<file path="src/rtl/cic_decimator_ser.sv">
// cic_decimator_ser: parametrised 1-bit CIC decimator with input synchroniser and serial framer
module cic_decimator_ser #(
  parameter int ORDER = 3,
  parameter int LOG2_R = 6,
  parameter int OUT_W = 16,
  parameter int SYNC_STAGES = 2,
  parameter bit MSB_FIRST = 1'b1
) (
  input  logic             clk,
  input  logic             rst,
  input  logic             en,
  input  logic             data_i,
  output logic [OUT_W-1:0] sample_o,
  output logic             valid_o,
  output logic             data_o,
  output logic             frame_sync,
  output logic             overrun_o
);
  localparam int ACC_W = ORDER * LOG2_R + 2;
  localparam int BW = $clog2(OUT_W);
  typedef enum logic {IDLE, SHIFT} state_t;
  logic [SYNC_STAGES-1:0] r_sync;
  logic [LOG2_R-1:0] r_cnt;
  logic [ACC_W-1:0] w_x;
  logic w_tick;
  logic signed [ACC_W-1:0] w_sh;
  state_t r_state, w_next;
  logic [BW-1:0] r_bcnt;
  logic [OUT_W-1:0] r_shreg;
  logic r_ovr, w_last, w_load, w_drop;
  assign w_x = {{(ACC_W-1){~r_sync[SYNC_STAGES-1]}}, 1'b1};
  assign w_tick = en && &r_cnt;
  always_ff @(posedge clk)
    if (rst) begin
      r_sync <= '0;
      r_cnt <= '0;
    end else begin
      r_sync <= {r_sync[SYNC_STAGES-2:0], data_i};
      if (en) r_cnt <= r_cnt + LOG2_R'(1);
    end
  for (genvar k = 0; k < ORDER; k++) begin : g_int
    logic [ACC_W-1:0] r_acc, w_in;
    if (k == 0) begin : g_first
      assign w_in = w_x;
    end else begin : g_next
      assign w_in = g_int[k-1].r_acc;
    end
    always_ff @(posedge clk)
      if (rst) r_acc <= '0;
      else if (en) r_acc <= r_acc + w_in;
  end
  for (genvar k = 0; k < ORDER; k++) begin : g_comb
    logic [ACC_W-1:0] r_dly, w_in, w_out;
    if (k == 0) begin : g_first
      assign w_in = g_int[ORDER-1].r_acc;
    end else begin : g_next
      assign w_in = g_comb[k-1].w_out;
    end
    assign w_out = w_in - r_dly;
    always_ff @(posedge clk)
      if (rst) r_dly <= '0;
      else if (w_tick) r_dly <= w_in;
  end
  assign w_sh = $signed(g_comb[ORDER-1].w_out) >>> (ACC_W - OUT_W);
  always_ff @(posedge clk)
    if (rst) begin
      sample_o <= '0;
      valid_o <= 1'b0;
    end else begin
      valid_o <= w_tick;
      if (w_tick) sample_o <= w_sh[OUT_W-1:0];
    end
  assign w_last = r_bcnt == BW'(OUT_W - 1);
  assign w_load = valid_o && (r_state == IDLE || w_last);
  assign w_drop = valid_o && r_state == SHIFT && !w_last;
  always_ff @(posedge clk)
    if (rst) r_state <= IDLE;
    else r_state <= w_next;
  always_comb w_next = (w_load || (r_state == SHIFT && !w_last)) ? SHIFT : IDLE;
  always_ff @(posedge clk)
    if (rst) begin
      r_bcnt <= '0;
      r_shreg <= '0;
      r_ovr <= 1'b0;
    end else begin
      if (w_load) begin
        r_bcnt <= '0;
        r_shreg <= sample_o;
      end else if (r_state == SHIFT) begin
        r_bcnt <= r_bcnt + BW'(1);
        r_shreg <= MSB_FIRST ? r_shreg << 1 : r_shreg >> 1;
      end
      if (w_drop) r_ovr <= 1'b1;
    end
  assign frame_sync = r_state == SHIFT;
  assign data_o = frame_sync && (MSB_FIRST ? r_shreg[OUT_W-1] : r_shreg[0]);
  assign overrun_o = r_ovr || w_drop;
endmodule

</file>
<file path="config.mk">
export PLATFORM = sky130hd
export DESIGN_NAME = cic_decimator_ser
export DESIGN_NICKNAME = d
export VERILOG_FILES = /design/src/rtl/cic_decimator_ser.sv
export SDC_FILE = /design/constraint.sdc
export NUM_CORES = 1
export LEC_CHECK = 0
export CAP_MARGIN = 20
export CORE_MARGIN = 2
export CORE_UTILIZATION = 68
export DETAILED_ROUTE_END_ITERATION = 7
export PLACE_DENSITY = 0.95
export SETUP_SLACK_MARGIN = 0.15
export SYNTH_ARGS = -nofsm -noshare
export SYNTH_HDL_FRONTEND = slang
export SYNTH_SLANG_ARGS = --single-unit
</file>
<file path="constraint.sdc">
create_clock -name clk -period 9.95 [get_ports clk]
set_input_delay 2.4875 -clock clk [delete_from_list [all_inputs] [get_ports clk]]
set_output_delay 2.4875 -clock clk [all_outputs]
set_load 0.1 [all_outputs]
</file>
==> run metrics, run 1 <==
total CTS buffers 17; NumNets Final between 1000 and 1500; postcts setup bufs 0; CTS root buf clkbuf_16; final worst path period need 5.865 ns; Slew HR 0.3037; Wirelength per Cell 15.06 um; Crit Path Max Fanout 4; RSZ-0062 raised after global routing no; top routing layer in use met4; WS Path Type reg -> reg; Max rail drop VDD 0.2964 mV; starting density of the core 0.6902; CTS tree built; Synth Area in Compound Gates 0.2039; power per cell area approximately 350 nW/um2; Syn. warnings 0; Avg Inst Size Synth a little over 8 um2; DRC 0; number of synthesized flops with an enable pin 0; largest net degree at the start of global routing slightly above 100; Via density about 6; Startpoint Class register; Die H between 100 and 150 um; Net Count, Synth between 1000 and 1500; Synth Instances between 1000 and 1500; number of global-route vias before repair a little over 9000; Post-Synthesis Cell Area about 11000 um2; Crit path arrival time between 6 and 7 ns; synth unique cells 67; commonest non-fill, non-tap cell in the layout nand2_1; later-pin clock latency in the skew report around 0.45 ns; Max Transition Viols Final 0; Clock Tree Buf Depth 2; htree depth 4; hold buffer count at CTS 0; final hold viol count 0; Worst-Margin Slew between 1 and 1.5 ns; post-synthesis sequential area ratio 0.3072; io pins 24; Final ANT Viol Nets 0; final RePlAce weighted congestion just under 0.9; Lkg Pwr between 4 and 5 nW; antenna violations before repair 0; post-synthesis simple-gate area fraction 0.1711; worst hold-check path type reg -> reg; CP Data Required Time between 10 and 15 ns; Post-Place Cells between 1500 and 2000; main combinational cell family by area after synthesis compound AO/OA/AOI/OAI gates; Post-CTS Resized 0; wirelength, routed ~24 mm; first-pass GRT wire length 39.67 mm; Layout Cells excl Fill 1576; die area around 17000 um2; Peak Freq about 0.17 GHz; HPWL after DPL between 15 and 20 mm; DR WL met2 roughly 12 mm; Final TNS setup 0 ns; routed vias 9559; final setup violation count 0; placement row count 46; max cap viols 0; Post-Synth XOR/XNOR Area 0.07783; Congestion Overflow GR 0; Synth Area in Adders 0.1402; total core area approximately 16000 um2; diodes inserted 0; GRT Util Overall 0.2837; PortBufs 23; Post-synth ARST share 0; Post-Route M1 WL between 10 and 15 mm; Crit. End Element register; Met3 Wirelength just over 1 mm; status completed; share of cells above drive strength 1 0.04265; clock-pin slew on the worst setup and hold paths approximately 0.070 ns; final period utilization 0.5895; P&R area growth vs syn 8.656%; Die Span X between 100 and 150 um; multiplexer share of the synthesized area 0.05253; First DRT Iteration DRCs ~670; CTS Sinks ~170; clk_skew 0.01070 ns; most frequent cells in the layout nand2_1, dfxtp_1, nor2_1; 1st-pass router iterations 7; Yosys reg bits 167; Synth Flop Type dfxtp_1
## power by group
group	switching, W	internal [W]	total (W)	leakage (nW)
registers	0.0000578	0.000728	0.000786	1.35
logic	0.00144	0.00122	0.00266	3.18
clock network	0.000298	0.000357	0.000656	0.276
## flip-flops by register name (all words and copies together) (netlist names)
register	count
g_comb.r_dly	60
g_int.r_acc	40
g_comb.w_in	20
r_shreg	16
sample_o	16
r_cnt	6
r_bcnt	4
r_sync	2
frame_sync	1
r_ovr	1
valid_o	1
## critical path: stages, from the launching register on
cell and delay [ns]:
dfxtp_1 0.36, inv_1 0.06, ha_1 0.20, fa_1 0.41
nor2b_1 0.13, o21ai_0 0.10, a21boi_0 0.24, o21ai_0 0.15
nand2_1 0.12, a21o_1 0.13, a21oi_1 0.09, xnor2_1 0.21
ha_1 0.32, a21o_1 0.20, a21oi_1 0.26, nand4b_1 0.22
a31oi_1 0.31, o21bai_1 0.10, a21oi_1 0.18, xnor2_1 0.16
ha_1 0.30, and3_2 0.21, a221o_2 0.39, a211o_1 0.30
a21o_1 0.23, xor2_1 0.16, a22o_1 0.24
## through the flow
| stage | cell area (um2) | hold slack [ns] | worst slack, ns | power, W | util |
|---|---|---|---|---|---|
| after detailed placement | 11230 | 0.4223 | 4.267 | 0.003356 | 0.7121 |
| after CTS | 11810 | 0.4384 | 4.106 | 0.004067 | 0.7490 |
| final | 11830 | 0.4356 | 4.085 | 0.004100 | 0.7499 |
| after global routing | 11830 | 0.4728 | 3.784 | 0.004421 | 0.7499 |
| after global placement | 11230 | 0.4172 | 4.452 | 0.003263 | 0.7121 |
| after floorplan | 10880 | 0.4138 | 4.761 | 0.002943 | - |
## logic make-up (layout without fill, tap and decap cells)
kind of cell | after synthesis | in the layout
and+or+nand+nor | 426 | 426
AOI/OAI and AO/OA | 350 | 350
DFF | 167 | 167
buffers and inverters | 136 | 146
adders and majority gates | 119 | 119
xor gates and xnor gates | 95 | 95
muxes | 57 | 57
## Yosys cell counts (all sizes together) (13+ instances only)
cell      n  area (um2)
nand2   170       638.1
mux2i    56       560.5
inv      84       315.3
o21a     13       97.59
xnor2    66       578.1
o21ai    47       235.2
nor3     20       100.1
a31oi    15       93.84
xor2     28       245.2
a211oi   38       285.3
nor2    139       521.8
nand3    19       95.09
nand2b   14       87.58
a21oi   135       679.4
clkbuf   42       157.7
a21o     38       286.5
ha      114        1426
nor2b    17       106.4
dfxtp   167        3343
## worst paths after layout
| check | startpoint | end | slack, ns | depth (start not counted) |
|---|---|---|---|---|
| setup / recovery | g_comb[0].w_in[0] | sample_o[14] | 4.08 | 26 |
| hold / removal | r_sync[0] | r_sync[1] | 0.44 | 1 |
| setup reg to reg | g_comb[0].w_in[0] | sample_o[14] | 4.08 | 26 |
| hold reg to reg | r_sync[0] | r_sync[1] | 0.44 | 1 |
## area by class of cell
type                       instances  area, um2
tap                              216      270.3
timing repair buffer              29      275.3
clock buffer                      18      439.2
inverter                          85      319.1
multi-input combinational       1047       7037
clock inverter                    14      142.6
sequential                       167       3343
fill                            1075       3944
## layer usage
metal	vias to the layer above	global-route usage
met5	-	0
met2	260	0.5230
li1	4731	-
met4	0	0.1064
met3	53	0.05212
met1	4515	0.3265
Note: power is estimated with default switching activity, not from simulation.
==> inputs of run 2 (changes only) <==
--- a/config.mk
+++ b/config.mk
@@ -7,9 +7,9 @@
 export LEC_CHECK = 0
 export CAP_MARGIN = 20
 export CORE_MARGIN = 2
-export CORE_UTILIZATION = 68
+export CORE_UTILIZATION = 57
 export DETAILED_ROUTE_END_ITERATION = 7
-export PLACE_DENSITY = 0.95
+export PLACE_DENSITY = 0.88
 export SETUP_SLACK_MARGIN = 0.15
 export SYNTH_ARGS = -nofsm -noshare
 export SYNTH_HDL_FRONTEND = slang
==> constraint.sdc (replaced) <==
create_clock -name clk -period 4.8 [get_ports clk]
set_input_delay 1.2 -clock clk [delete_from_list [all_inputs] [get_ports clk]]
set_output_delay 1.2 -clock clk [all_outputs]
set_load 0.1 [all_outputs]
==> run metrics, run 2 (same netlist as run 1, synthesis figures left out) <==
clock-pin slew on the worst setup and hold paths 0.07 ns (about the same); Sw Share 0.4257 (-0.01238); first-pass GRT wire length 43.89 mm (+11%); most frequent cells in the layout nand2_1, dfxtp_1, nor2_1; failing checks setup timing; die area 20220 um2 (+19%); register area 3348 um2 (+0.15%); Wirelength per Cell 16.23 um (+7.8%); P&R area growth vs syn 18.16%; status finished with violations; share of cells above drive strength 1 0.1364 (+0.09372); htree depth 4 (unchanged); Peak Freq 0.1836 GHz (+7.7%); Biggest register g_comb.r_dly; routed vias 10130 (+6.0%); final setup violation count 9 (+9); largest net degree at the start of global routing 78 (-23%); antenna violations before repair 0 (unchanged); footprint of the multi-input gates 7327 um2 (+4.1%); Die Span X 142.2 um (+8.9%); wirelength, routed 27.37 mm (+15%); R2R setup slack -0.65 ns (-4.73 ns); final hold viol count 0 (unchanged); Worst-Margin Slew 1.085 ns (+0.04015 ns); hold_ws 0.4417 ns (+0.006065 ns); CTS tree built; CP max stage delay 0.37 ns (-0.04 ns); RSZ-0062 raised after global routing yes; worst hold-check path type reg -> reg; sequential share of power 0.150 (-0.042); final setup margin -0.6470 ns (-4.732 ns); min-delay src r_sync[0]; total power 0.01082 W (+160%); io pins 24 (unchanged); GRT Util Overall 0.2603 (-0.02341); HPWL after DPL 16.21 mm (+4.6%); commonest non-fill, non-tap cell in the layout nand2_1; final period utilization 1.135 (+0.5453); WS Path Type reg -> reg; Max Transition Viols Final 0 (unchanged); 1st-pass router iterations 7 (unchanged); Lkg Pwr 5.363 nW (+11%); diodes inserted 0 (unchanged); Final ANT Viol Nets 0 (unchanged); Top delay family on crit path compound AO/OA/AOI/OAI gates; CP Buf/Inv Count 1 (unchanged); Layout Cells excl Fill 1686 (+7.0%); CP Data Required Time 5.14 ns (-5.15 ns); # fillers 1270 (+18%); Crit path arrival time 5.78 ns (-0.43 ns); total core area 18710 um2 (+19%); number of global-route vias before repair 9659 (+6.2%); worst hold path endpoint r_sync[1]; Post-Route Utilization 0.6876 (-0.06236); Sw Pwr 0.004608 W (+160%); cell repeated most along the worst path a21o_1; clock power share 0.127 (-0.033); worst r2r src g_comb[0].w_in[0]; Via density 6.009 (-0.93%); post-route cell area 12860 um2 (+8.7%); Post-Place Cells 1632 (+5.8%); R2R cell count 26 (unchanged); Slew HR 0.2770 (-0.02676); reg2reg end sample_o[14]; Crit. End Element register; Clock Tree Buf Depth 2 (unchanged); P_int 0.006217 W (+170%); power per cell area 841.6 nW/um2 (+140%); starting density of the core 0.5819 (-0.1083); NumNets Final 1562 (+6.3%); CTS root buf clkbuf_16; CTS Sinks 167 (unchanged); Die H 142.2 um (+8.9%); PortBufs 23 (unchanged); First DRT Iteration DRCs 967 (+45%); combinational share of power 0.723 (+0.075); clk_skew 0.01303 ns (+0.002331 ns); Startpoint Class register; CP max-delay cell fa_2; Congestion Overflow GR 0 (unchanged); DRC 0 (unchanged); final worst path period need 5.447 ns (-0.4183 ns); total CTS buffers 17 (unchanged); final RePlAce weighted congestion 0.8498 (-2.6%); worst hold stages 1 (unchanged); Crit Path Max Fanout 3 (-1); max reg flops 60 (unchanged); Max rail drop VDD 0.6698 mV (+130%); later-pin clock latency in the skew report 0.44 ns (about the same); Cell Area, Placed 11820 um2 (+5.2%); max cap viols 0 (unchanged); placement row count 50 (+8.7%)
run 2: power groups by stage:
| stage | sequential, W | combinational [W] | clock, W |
|---|---|---|---|
| 2_1_floorplan | 0.00162 | 0.00452 | 0 |
| 3_5_place_dp | 0.00166 | 0.00623 | 0 |
| 4_1_cts | 0.00163 | 0.00692 | 0.00136 |
| 5_1_grt | 0.00164 | 0.00838 | 0.00143 |
| 6_report | 0.00163 | 0.00782 | 0.00137 |
| 3_3_place_gp | 0.00165 | 0.00601 | 0 |
run 2: per-layer routing:
layer  share of wire  global-route usage  vias up
li1                -                   -     4901
met1            0.41              0.3116     4800
met2            0.51              0.4648      324
met3           0.040             0.04004      106
met4           0.038              0.1079        0
met5               0                   0        -
run 2: area by class of cell:
cell class | instances | share of cell area
Sequential cell | 167 | 0.2603
Multi-Input combinational cell | 1047 | 0.5697
Timing Repair Buffer | 121 | 0.07754
Clock buffer | 18 | 0.03415
Inverter | 85 | 0.02481
Tap cell | 234 | 0.02276
Clock inverter | 14 | 0.01070
run 2: timing repair:
action | CTS | global route
setup endpoints to repair | 10 | 11
gates resized for setup | 24 | 38
pin swaps | 28 | 38
buffers inserted | 9 | 12
hold endpoints to repair | 0 | 0
hold buffers | 0 | 0
run 2: per-stage QoR:
stage          TNS, ns  setup slack [ns]
2_1_floorplan  -0.2149           -0.1188
3_3_place_gp   -0.4883           -0.1949
3_5_place_dp    -1.609           -0.4141
4_1_cts         -1.600           -0.3929
5_1_grt         -5.415           -0.8149
6_report        -3.794           -0.6470
run 2: worst reg2reg max path, cell delays in order (launching register included):
cell	delay [ns]
dfxtp_2	0.34
inv_2	0.04
ha_4	0.15
fa_2	0.37
nor2b_4	0.17
o21ai_4	0.08
a21boi_2	0.18
o21ai_2	0.09
nand2_2	0.08
a21o_1	0.13
a21oi_2	0.07
xnor2_2	0.14
ha_1	0.31
a21o_1	0.24
a21oi_4	0.21
nand4b_1	0.24
a31oi_4	0.26
o21bai_1	0.10
a21oi_1	0.17
xnor2_1	0.16
ha_1	0.29
and3_4	0.19
a221o_2	0.36
a211o_1	0.31
a21o_1	0.21
xor2_1	0.20
a22o_1	0.25
run 2: how the worst max path moves through the flow:
stage,start,end,slack [ns],depth (start not counted)
final,g_comb[0].w_in[0],sample_o[14],-0.65,26
after global routing,g_comb[0].w_in[0],sample_o[14],-0.81,26
after CTS,g_comb[0].w_in[0],sample_o[15],-0.39,29
after detailed placement,g_comb[0].w_in[0],sample_o[14],-0.41,28
after global placement,g_comb[0].w_in[0],sample_o[14],-0.19,26
after floorplan,g_comb[0].w_in[0],sample_o[14],-0.12,26
==> inputs of run 3 (changes only) <==
--- a/config.mk
+++ b/config.mk
@@ -6,10 +6,10 @@
 export NUM_CORES = 1
 export LEC_CHECK = 0
 export CAP_MARGIN = 20
-export CORE_MARGIN = 2
-export CORE_UTILIZATION = 57
+export CORE_UTILIZATION = 63
 export DETAILED_ROUTE_END_ITERATION = 7
-export PLACE_DENSITY = 0.88
+export GPL_TIMING_DRIVEN = 0
+export PLACE_DENSITY = 0.92
 export SETUP_SLACK_MARGIN = 0.15
 export SYNTH_ARGS = -nofsm -noshare
 export SYNTH_HDL_FRONTEND = slang
==> constraint.sdc (replaced) <==
create_clock -name clk -period 6.1 [get_ports clk]
set_input_delay 1.525 -clock clk [delete_from_list [all_inputs] [get_ports clk]]
set_output_delay 1.525 -clock clk [all_outputs]
set_load 0.1 [all_outputs]
==> run metrics, run 3 (same netlist as run 1, synthesis figures left out) <==
hold buffer count at CTS 0 (unchanged); PortBufs 23 (unchanged); htree depth 4 (unchanged); CP Data Required Time 6.43 ns (+1.29 ns); Wirelength per Cell 16.83 um (+3.7%); worst r2r src g_comb[0].w_in[0]; CP Buf/Inv Count 1 (unchanged); R2R cell count 26 (unchanged); final RePlAce weighted congestion 0.9431 (+11%); min-delay src r_sync[0]; number of global-route vias before repair 9757 (+1.0%); io pins 24 (unchanged); setup slack after placement 0.3012 ns (+0.7153 ns); final setup margin 0.3745 ns (+1.022 ns); worst hold path endpoint r_sync[1]; Congestion Overflow GR 0 (unchanged); Critical Path Start g_comb[0].w_in[0]; R2R setup slack 0.37 ns (+1.02 ns); Post-Route Utilization 0.7236 (+0.03600); CP max stage delay 0.41 ns (+0.04 ns); GRT Util Overall 0.3056 (+0.04526); post-route cell area 12080 um2 (-6.0%); final hold viol count 0 (unchanged); clk_skew 0.008225 ns (-0.004801 ns); Lkg Pwr 4.885 nW (-8.9%); wirelength, routed 27.40 mm (+0.13%); Cell Area, Placed 11390 um2 (-3.6%); Max Transition Viols Final 0 (unchanged); Top delay family on crit path compound AO/OA/AOI/OAI gates; CTS root buf clkbuf_16; commonest non-fill, non-tap cell in the layout nand2_1; 1st-pass router iterations 6 (-1); RSZ-0062 raised after global routing no; die area 17810 um2 (-12%); Startpoint Class register; reg2reg end sample_o[14]; final period utilization 0.9386 (-0.1962); antenna violations before repair 0 (unchanged); worst hold-check path type reg -> reg; later-pin clock latency in the skew report 0.44 ns (about the same); Crit path arrival time 6.06 ns (+0.28 ns); max reg flops 60 (unchanged); Slew HR 0.3316 (+0.05465); HPWL after DPL 18.74 mm (+16%); placement row count 47 (-6.0%); diodes inserted 0 (unchanged); power per cell area 583.9 nW/um2 (-31%); final setup violation count 0 (-9); CTS tree built; NumNets Final 1519 (-2.8%); final worst path period need 5.726 ns (+0.2785 ns); routed vias 10080 (-0.50%); total core area 16700 um2 (-11%); P&R area growth vs syn 11.02%; share of cells above drive strength 1 0.03906 (-0.09730); Die H 133.4 um (-6.2%); Final TNS setup 0 ns (+3.794 ns); Die Span X 133.4 um (-6.2%); Clock Tree Buf Depth 2 (unchanged); First DRT Iteration DRCs 943 (-2.5%); max cap viols 0 (unchanged); most frequent cells in the layout nand2_1, dfxtp_1, nor2_1; Crit Path Max Fanout 4 (+1); Max rail drop VDD 0.3960 mV (-41%); Worst-Margin Slew 0.9994 ns (-0.08511 ns); Crit. End Element register; clock-pin slew on the worst setup and hold paths 0.07 ns (about the same); CP max-delay cell fa_1; total CTS buffers 17 (unchanged); CTS Sinks 167 (unchanged); Final ANT Viol Nets 0 (unchanged); largest net degree at the start of global routing 21 (-73%); first-pass GRT wire length 44.56 mm (+1.5%); WS Path Type reg -> reg; starting density of the core 0.6517 (+0.06984); DRC 0 (unchanged); Biggest register g_comb.r_dly; worst hold stages 1 (unchanged); Via density 6.192 (+3.0%); status completed; Peak Freq 0.1747 GHz (-4.9%)
==> run 3: cell types whose count changed in the layout (fill, tap and decap cells not counted), sizes merged <==
cell	previous run	this run
bufinv	1	4
clkinvlp	1	4
clkdlybuf4s50	21	23
clkinv	5	3
buf	100	13
clkbuf	18	62
inv	92	85
==> run 3: repair_timing <==
action                                  4_1_cts  5_1_grt
endpoints found under the hold margin         0        0
endpoints found under the setup margin        0        4
setup buffers                                 0        4
gates resized for setup                       0        9
==> run 3: worst max-delay path by stage <==
stage | slack, ns | end | cells after the start
2_1_floorplan | 0.91 | sample_o[14] | 26
3_3_place_gp | 0.42 | sample_o[14] | 26
3_5_place_dp | 0.30 | sample_o[14] | 26
4_1_cts | 0.21 | sample_o[14] | 26
5_1_grt | 0.11 | sample_o[15] | 25
6_report | 0.37 | sample_o[14] | 26
==> run 3: stage by stage <==
step                      instances  hold slack (ns)  total power, W
final                          1628           0.4374        0.007055
after floorplan                1350           0.4138        0.004801
after global placement         1593           0.4220        0.005382
after CTS                      1624           0.4388        0.006804
after detailed placement       1593           0.4239        0.005524
after global routing           1628           0.4606        0.007515
==> run 3: layout make-up <==
class | instances | area [um2]
Multi-Input combinational cell | 1047 | 7062
Fill cell | 1095 | 4617
Timing Repair Buffer | 27 | 260.3
Tap cell | 220 | 275.3
Inverter | 85 | 319.1
Clock buffer | 20 | 456.7
Buffer | 51 | 195.2
Sequential cell | 167 | 3343
Clock inverter | 11 | 172.7
==> run 3: worst register-to-register path: cells and delay by family, from the launching register on <==
kind	cells	cell delay [ns]
xor gates and xnor gates	3	0.59
and+or+nand+nor	4	0.63
DFF	1	0.39
adders and majority gates	4	1.24
AOI/OAI and AO/OA	14	2.70
buffers and inverters	1	0.07
==> run 3: metal layers <==
layer,global-route usage,wire (um),vias to the layer above
met4,0.1408,948,0
met2,0.5234,13100,429
met5,0,0,-
met1,0.3802,11610,4731
met3,0.04110,1751,101
li1,-,-,4819
==> run 3: power by group <==
part / total [W] / leakage [nW] / internal, W / switching (W)
Sequential: 0.00128 / 1.35 / 0.00119 / 0.0000960
Clock: 0.00116 / 0.295 / 0.000705 / 0.000457
Combinational: 0.00461 / 3.24 / 0.00206 / 0.00255
Total: 0.00706 / 4.89 / 0.00395 / 0.00311
